<file path="src/rtl/tpg_pattern_gen.sv">
// Video timing and test-pattern generator: programmable syncs, DE,
// registered coordinates and four selectable patterns.
module tpg_pattern_gen #(
  parameter int PW       = 8,
  parameter int H_BITS   = 12,
  parameter int V_BITS   = 12,
  parameter int FRM_BITS = 8,
  parameter int CHK_LOG  = 4
) (
  input  logic                clk,
  input  logic                rst,
  input  logic                en,
  input  logic [1:0]          mode,
  input  logic [3*PW-1:0]     solid_rgb,
  input  logic [3:0]          bar_shift,
  input  logic [H_BITS-1:0]   tHS_START,
  input  logic [H_BITS-1:0]   tHS_END,
  input  logic [H_BITS-1:0]   tHACT_START,
  input  logic [H_BITS-1:0]   tHACT_END,
  input  logic [H_BITS-1:0]   tH_END,
  input  logic [V_BITS-1:0]   tVS_START,
  input  logic [V_BITS-1:0]   tVS_END,
  input  logic [V_BITS-1:0]   tVACT_START,
  input  logic [V_BITS-1:0]   tVACT_END,
  input  logic [V_BITS-1:0]   tV_END,
  output logic                hs_q,
  output logic                vs_q,
  output logic                de_q,
  output logic                sof_q,
  output logic                eol_q,
  output logic [H_BITS-1:0]   x_q,
  output logic [V_BITS-1:0]   y_q,
  output logic [3*PW-1:0]     rgb,
  output logic [FRM_BITS-1:0] frame_cnt
);

  typedef enum logic [1:0] {
    MODE_SOLID = 2'd0,
    MODE_RAMP  = 2'd1,
    MODE_BARS  = 2'd2,
    MODE_CHECK = 2'd3
  } patMode_t;

  logic [H_BITS-1:0] hCnt;
  logic [V_BITS-1:0] vCnt;
  logic [H_BITS-1:0] hNext;
  logic [V_BITS-1:0] vNext;
  logic              lineWrap;
  logic              frameWrap;
  logic              frameStart;

  patMode_t          modeLat;
  logic [3*PW-1:0]   colorLat;
  patMode_t          effMode;
  logic [3*PW-1:0]   effColor;

  logic              hsD;
  logic              vsD;
  logic              deD;
  logic              sofD;
  logic              eolD;
  logic [H_BITS-1:0] ax;
  logic [V_BITS-1:0] ay;
  logic [2:0]        barIdx;
  logic              chkOn;
  logic [PW-1:0]     rampVal;
  logic [3*PW-1:0]   rgbD;

  // Raster advance; >= lets a shrunk timing recover in one cycle
  always_comb begin
    lineWrap   = hCnt >= tH_END;
    frameWrap  = lineWrap && (vCnt >= tV_END);
    frameStart = en && (hCnt == '0) && (vCnt == '0);
    hNext      = lineWrap ? '0 : hCnt + H_BITS'(1);
    vNext      = vCnt;
    if (lineWrap) begin
      vNext = frameWrap ? '0 : vCnt + V_BITS'(1);
    end
  end

  // A new mode/colour takes effect on its own frame-start cycle
  always_comb begin
    effMode  = modeLat;
    effColor = colorLat;
    if (frameStart) begin
      effMode  = patMode_t'(mode);
      effColor = solid_rgb;
    end
  end

  // Decode sync, DE and pixel data from the current position
  always_comb begin
    hsD     = (hCnt >= tHS_START) && (hCnt < tHS_END);
    vsD     = (vCnt >= tVS_START) && (vCnt < tVS_END);
    deD     = (hCnt >= tHACT_START) && (hCnt < tHACT_END) &&
              (vCnt >= tVACT_START) && (vCnt < tVACT_END);
    ax      = hCnt - tHACT_START;
    ay      = vCnt - tVACT_START;
    sofD    = deD && (hCnt == tHACT_START) && (vCnt == tVACT_START);
    eolD    = deD && (hCnt == tHACT_END - H_BITS'(1));
    barIdx  = 3'(ax >> bar_shift);
    chkOn   = ax[CHK_LOG] ^ ay[CHK_LOG];
    rampVal = ax[PW-1:0] + PW'(frame_cnt);
    rgbD    = '0;
    if (deD) begin
      unique case (effMode)
        MODE_SOLID: rgbD = effColor;
        MODE_RAMP:  rgbD = {3{rampVal}};
        MODE_BARS:  rgbD = {{PW{barIdx[2]}},
                            {PW{barIdx[1]}},
                            {PW{barIdx[0]}}};
        MODE_CHECK: rgbD = {3*PW{chkOn}};
      endcase
    end
  end

  // Position, frame count and pattern latches
  always_ff @(posedge clk or posedge rst) begin
    if (rst) begin
      hCnt      <= '0;
      vCnt      <= '0;
      frame_cnt <= '0;
      modeLat   <= MODE_SOLID;
      colorLat  <= '0;
    end else if (en) begin
      hCnt <= hNext;
      vCnt <= vNext;
      if (frameWrap) begin
        frame_cnt <= frame_cnt + FRM_BITS'(1);
      end
      if (frameStart) begin
        modeLat  <= patMode_t'(mode);
        colorLat <= solid_rgb;
      end
    end
  end

  // Output register; a stalled raster blanks data but holds syncs
  always_ff @(posedge clk or posedge rst) begin
    if (rst) begin
      hs_q  <= 1'b0;
      vs_q  <= 1'b0;
      de_q  <= 1'b0;
      sof_q <= 1'b0;
      eol_q <= 1'b0;
      x_q   <= '0;
      y_q   <= '0;
      rgb   <= '0;
    end else if (en) begin
      hs_q  <= hsD;
      vs_q  <= vsD;
      de_q  <= deD;
      sof_q <= sofD;
      eol_q <= eolD;
      x_q   <= deD ? ax : '0;
      y_q   <= deD ? ay : '0;
      rgb   <= rgbD;
    end else begin
      de_q  <= 1'b0;
      sof_q <= 1'b0;
      eol_q <= 1'b0;
      x_q   <= '0;
      y_q   <= '0;
      rgb   <= '0;
    end
  end

endmodule

</file>
<file path="config.mk">
export PLATFORM = sky130hd
export DESIGN_NAME = tpg_pattern_gen
export DESIGN_NICKNAME = d
export VERILOG_FILES = /design/src/rtl/tpg_pattern_gen.sv
export SDC_FILE = /design/constraint.sdc
export NUM_CORES = 1
export LEC_CHECK = 0
export BUFFER_PORTS_ARGS = -buffer_cell sky130_fd_sc_hd__buf_2
export CAP_MARGIN = 40
export CORE_MARGIN = 4
export CORE_UTILIZATION = 35
export CTS_CLUSTER_SIZE = 8
export DETAILED_ROUTE_END_ITERATION = 16
export PLACE_DENSITY = 0.62
export SLEW_MARGIN = 0
export SYNTH_ARGS = -nofsm -noshare
export SYNTH_HDL_FRONTEND = slang
export SYNTH_SLANG_ARGS = --single-unit
</file>
<file path="constraint.sdc">
create_clock -name clk -period 7.15 [get_ports clk]
set_input_delay 0.715 -clock clk [delete_from_list [all_inputs] [get_ports clk]]
set_output_delay 0.715 -clock clk [all_outputs]
set_load 0.1 [all_outputs]
</file>
==> impl_metrics.toml, run 1 <==
[drt]
drt-total-wl_mm = 25.24
wire_per_inst_um = 16.25
vias_per_cell = 5.133
postRouteAntennaNets = 0
first_pass_iters = 7
drtIter0Drc = 475
vias = 7971
drc = 0

[synthesis]
synth.largest_area_cell = "dfrtp_1"
synth_top_area_share = 0.3095
synth_fp_nets = 1305
ys.flop_type = "dfrtp_1"
synth_cell_types = 67
yosysWarnings = 0
synth_seq_cells = 111
syn_inst = 1019
synth_area_sq_mm = 0.008974
async_flop_share = 1.000
synth.top_cells.by_area = "dfrtp_1 31%, ha_1 18%, inv_1 5.9%, o21ai_0 3.6%, a21oi_1 3.5%"
ys_seq_area_frac = 0.3095
synth_area_per_cell_sq_um = 8.806
synth_edf_count = 0

[timing]
worst_slack_ps = 3041
tightest_slew_ps = 812.5
period_needed_ps = 4109
finalMaxSlewViolations = 0
slew-limit-headroom = 0.4559
fin_crit_sh = 0.5746
fin_tns_setup_ps = 0
setup_viol = 0
finalClockSkew_ps = 5.277
finalHoldViolCount = 0
grt_setup_unrepaired = "false"
fmax_mhz = 243.4

[critical_path]
startpoint_type = "flip-flop"
path_buf_inv = 2
path_depth = 16
cp_data_arrival_time_ps = 4320
cp-end-kind = "flip-flop"
crit_type = "flip-flop to flip-flop"
cp_slowest_cell = "dfrtp_1"
path_max_fanout = 8
crit_family = "compound AO/OA/AOI/OAI gates"
ff2ff_path_depth = 16
required_ps = 7360
slowest_delay_ps = 450
crit_chain = "inv_1, ha_1, inv_1, fa_1, a211oi_1, nor2_1, xor2_1, ha_1, nand3_1, o211ai_1, nor4_1, nor3_1, xnor2_1, nor3_1, a211oi_1, a31oi_1"

[floorplan]
die_width_um = 168.1
num_rows = 58
coreArea_sq_mm = 0.02518
die_y_um = 168.1
pin_count = 214
start_util = 0.3564
die_area_sq_mm = 0.02826

[run_status]
status = "completed"

[layout]
nets = 1504
final_cell_mix = "213 x buf_2, 140 x inv_1, 130 x ha_1"
areaGrowthSynthToFinish_pct = 19.09
n_antenna_cell = 0
drive_above_1_share = 0.2200
final_common_cell = "buf_2"

[global_route]
antenna_found_initial = 3
grt_overflow = 0
grt_usage = 0.1744
first_global_vias = 7875
grt_max_degree = 56
grt_pass1_wl_mm = 40.19

[job]
cap_violations = 0

[cts]
cts_hold_buffers = 0
cts-htree-levels = 3
cts_tree = "yes"
cts_buffers = 9
clock-root-buffer = "clkbuf_16"
post_cts_resized = 0
cts.sinks = 111
clockBufferDepth = 2
clkTransAtPathRegs_ps = 80
clk_latency_ps = 350
postCtsSetupRepairBufs = 0

[hold_path]
min_path_type = "primary input to asynchronous set/reset pin"

[placed_design]
place_hpwl_mm = 20.10
port-buffer-count = 213
gp_congestion = 0.9065
pre_cts_ws_ps = 2921

[power]
p_sw_uw = 773.5
leakage_uw = 0.005849
power_density_mw_per_mm2 = 191.6
seqPwrFrac = 0.359
peakVddDrop_mv = 0.1130
clkPwrFrac = 0.257
switching_share = 0.3778
p_comb_frac = 0.384
p_int_uw = 1274
==> layer usage <==
metal,track usage,vias up,wire length (um)
li1,-,3989,-
met1,0.2310,3682,11270
met2,0.2923,262,11890
met3,0.03686,32,1685
met4,0.04234,6,351
met5,0,-,42
==> power by group through the flow <==
stage | sequential (uW) | combinational [uW] | clock, uW
after global placement | 746 | 771 | 0
after floorplan | 710 | 585 | 0
after global routing | 742 | 895 | 570
after CTS | 735 | 794 | 542
final | 734 | 787 | 527
after detailed placement | 748 | 789 | 0
==> final timing paths <==
kind | startpoint | endpoint | slack (ps)
max in group asynchronous | rst | rgb[17] | 5730
worst max-delay path | hCnt[0] | rgb[23] | 3040
min in group clk | colorLat[10] | colorLat[10] | 490
worst min-delay path | rst | y_q[3] | 400
worst min register to register | colorLat[10] | colorLat[10] | 490
worst max register to register | hCnt[0] | rgb[23] | 3040
==> layout make-up <==
| type | count | area [sq um] |
|---|---|---|
| Tap cell | 330 | 412.9 |
| Timing Repair Buffer | 217 | 1116 |
| Clock buffer | 10 | 229.0 |
| Fill cell | 2499 | 14500 |
| Inverter | 142 | 535.5 |
| Sequential cell | 111 | 2778 |
| Multi-Input combinational cell | 737 | 5540 |
| Clock inverter | 6 | 75.07 |
==> worst reg2reg max path: stages, from the launching register on <==
cell and delay [ps]:
dfrtp_1 450, inv_1 230, ha_1 210, inv_1 50, fa_1 410, a211oi_1 340, nor2_1 110, xor2_1 390
ha_1 380, nand3_1 120, o211ai_1 120, nor4_1 190, nor3_1 110, xnor2_1 200, nor3_1 70, a211oi_1 450
a31oi_1 150
==> logic make-up after synthesis <==
group / after synthesis / synth area share
AND/OR/NAND/NOR: 268 / 0.1557
buffers and inverters: 171 / 0.07376
flip-flops: 111 / 0.3095
adder cells (fa/ha/maj): 133 / 0.1880
multiplexers: 34 / 0.04434
AO/OA/AOI/OAI: 246 / 0.1740
XOR/XNOR: 56 / 0.05466
==> metrics by stage <==
stage / total power [uW] / util / cell area [sq um] / hold WS [ps] / cells
6_report: 2047 / 0.4244 / 10690 / 397.9 / 1553
5_1_grt: 2207 / 0.4244 / 10690 / 422.4 / 1553
4_1_cts: 2071 / 0.4244 / 10690 / 388.8 / 1553
3_5_place_dp: 1537 / 0.4123 / 10380 / 481.7 / 1537
3_3_place_gp: 1517 / 0.4112 / 10350 / 476.5 / 1536
2_1_floorplan: 1295 / - / 8974 / 468.2 / 1019
==> registers in the layout, indices dropped and copies added, names as in the netlist <==
register / count
colorLat: 24
y_q: 12
modeLat: 2
vCnt: 12
hs_q: 1
de_q: 1
sof_q: 1
x_q: 12
hCnt: 12
rgb: 24
frame_cnt: 8
eol_q: 1
vs_q: 1
==> synth_stat cells, drive strengths merged (3+ instances only) <==
cell type,instances
mux2,26
fa,3
clkbuf,16
xnor2,29
or3,3
o31ai,8
o21a,15
nor2,73
o22ai,3
nand4b,4
o21bai,4
nor3b,3
a211oi,13
nor4,10
or4,6
ha,130
buf,13
o2111ai,8
a21oi,63
mux2i,6
o211ai,6
nand4,21
nor2b,17
and3,12
dfrtp,111
o21ai,66
nand2b,17
xor2,27
nand3,25
a21o,26
nor3,28
nand2,31
or2,3
inv,142
a31oi,10
a21boi,3
and2,9
Power figures use the tool's default switching activity.
==> inputs of run 2 (changes only) <==
==> constraint.sdc (replaced) <==
create_clock -name clk -period 3.9 [get_ports clk]
set_input_delay 0.39 -clock clk [delete_from_list [all_inputs] [get_ports clk]]
set_output_delay 0.39 -clock clk [all_outputs]
set_load 0.1 [all_outputs]
==> run 2 against run 1 <==
Net effect:
- clock-buffer cell count down 1
- highest routed layer unchanged
- maximum frequency grew 13%
- sequential cell count stayed put
- die area is the same
- combinational power is 110% higher
==> impl_metrics.toml, run 2 (synthesis results as in run 1) <==
[global_route]
grt_overflow = 0
grt_max_degree = 37
grt_usage = 0.1772
first_global_vias = 7998
antenna_found_initial = 3
grt_pass1_wl_mm = 40.88

[cts]
clockBufferDepth = 2
cts_tree = "yes"
clock-root-buffer = "clkbuf_16"
post_cts_resized = 0
cts-htree-levels = 3
cts_buffers = 9
clkTransAtPathRegs_ps = 70
postCtsSetupRepairBufs = 0
cts.sinks = 111
cts_hold_buffers = 0
clk_latency_ps = 360

[drt]
wire_per_inst_um = 16.33
first_pass_iters = 5
drc = 0
drt-total-wl_mm = 25.78
postRouteAntennaNets = 0
drtIter0Drc = 403
vias_per_cell = 5.056
vias = 7984

[floorplan]
coreArea_sq_mm = 0.02518
pin_count = 214
die_y_um = 168.1
die_area_sq_mm = 0.02826
die_width_um = 168.1
num_rows = 58
start_util = 0.3564

[job]
cap_violations = 0

[run_status]
status = "completed"

[critical_path]
cp_data_arrival_time_ps = 3830
startpoint_type = "flip-flop"
worstReg2RegStart = "hCnt[0]"
required_ps = 4110
crit_type = "flip-flop to flip-flop"
path_max_fanout = 5
critPathLaunch = "hCnt[0]"
ff2ff_path_depth = 16
cp-end-kind = "flip-flop"

[power]
peakVddDrop_mv = 0.2476
p_int_uw = 2357
seqPwrFrac = 0.325
clkPwrFrac = 0.245
switching_share = 0.3815
p_comb_frac = 0.430
p_sw_uw = 1454
leakage_uw = 0.005975
power_density_mw_per_mm2 = 350.6

[layout]
final_cell_mix = "213 x buf_2, 140 x inv_1, 130 x ha_1"
nets = 1530
layout.cell_area.non_filler_sq_mm = 0.01087
drive_above_1_share = 0.2378
top_regs = "colorLat x24, rgb x24"
nFillCells = 2583
final_common_cell = "buf_2"
areaGrowthSynthToFinish_pct = 21.17
n_antenna_cell = 0

[timing]
tightest_slew_ps = 815.8
fin_tns_setup_ps = 0
finalMaxSlewViolations = 0
setup_viol = 0
slew-limit-headroom = 0.4537
grt_setup_unrepaired = "false"
period_needed_ps = 3623
finalHoldViolCount = 0
finalClockSkew_ps = 11.56
fin_crit_sh = 0.9289
fmax_mhz = 276.0

[placed_design]
gp_congestion = 0.8563
port-buffer-count = 213
place_hpwl_mm = 20.74
dpl_cell_area_sq_mm = 0.01057

[hold_path]
min_path_type = "primary input to asynchronous set/reset pin"
run 2: area by class of cell:
class	count	area [sq um]	share of cell area
well taps	330	412.9	0.03797
clock inverters	7	72.57	0.006674
multi-input cells	737	5545	0.5100
clock buffers	9	225.2	0.02071
flip-flops and latches	111	2778	0.2555
repair buffers	243	1304	0.1199
inverters	142	535.5	0.04925
run 2: path summary, 6_finish.rpt:
path                           endpoint  slack, ps
max                              rgb[7]        280
min in group clk            colorLat[8]        280
min                              y_q[4]         20
max in group asynchronous       rgb[20]       3200
max reg2reg                      rgb[7]        280
min reg2reg                colorLat[12]        500
run 2: layer usage:
metal	share of wire	vias to the layer above	wire length [um]	GRT usage
met5	0.0016	-	42	0
met2	0.47	247	12240	0.3066
li1	-	4041	-	-
met3	0.055	34	1425	0.03076
met1	0.45	3656	11670	0.2325
met4	0.015	6	399	0.03917
run 2: power by group through the flow:
stage	combinational [uW]	sequential, uW	clock, uW
6_report	1640	1240	932
3_3_place_gp	1610	1260	0
2_1_floorplan	1070	1300	0
3_5_place_dp	1640	1260	0
5_1_grt	1850	1250	1000
4_1_cts	1650	1240	963
run 2: stage by stage:
stage                     cells  hold slack [ps]  total power [uW]  setup slack, ps    util
final                      1579            23.99              3812            277.4  0.4318
after detailed placement   1563            415.6              2903            206.5  0.4198
after global placement     1562            477.3              2867            301.1  0.4190
after floorplan            1019            468.2              2375            478.9       -
after global routing       1579            47.91              4102            31.54  0.4318
after CTS                  1579            27.26              3853            154.6  0.4316
run 2: worst max-delay path: stages, from the launching register on:
cell      delay [ps]
dfrtp_1          380
inv_1             90
ha_1             170
inv_1             60
fa_1             420
a211oi_1         320
nor2_1           100
xor2_1           170
ha_1             380
nand3_1          100
o211ai_1         290
nor4_1           100
nor3_1           250
xnor2_1          190
nor3_1            80
a211oi_2         260
a21oi_1          110
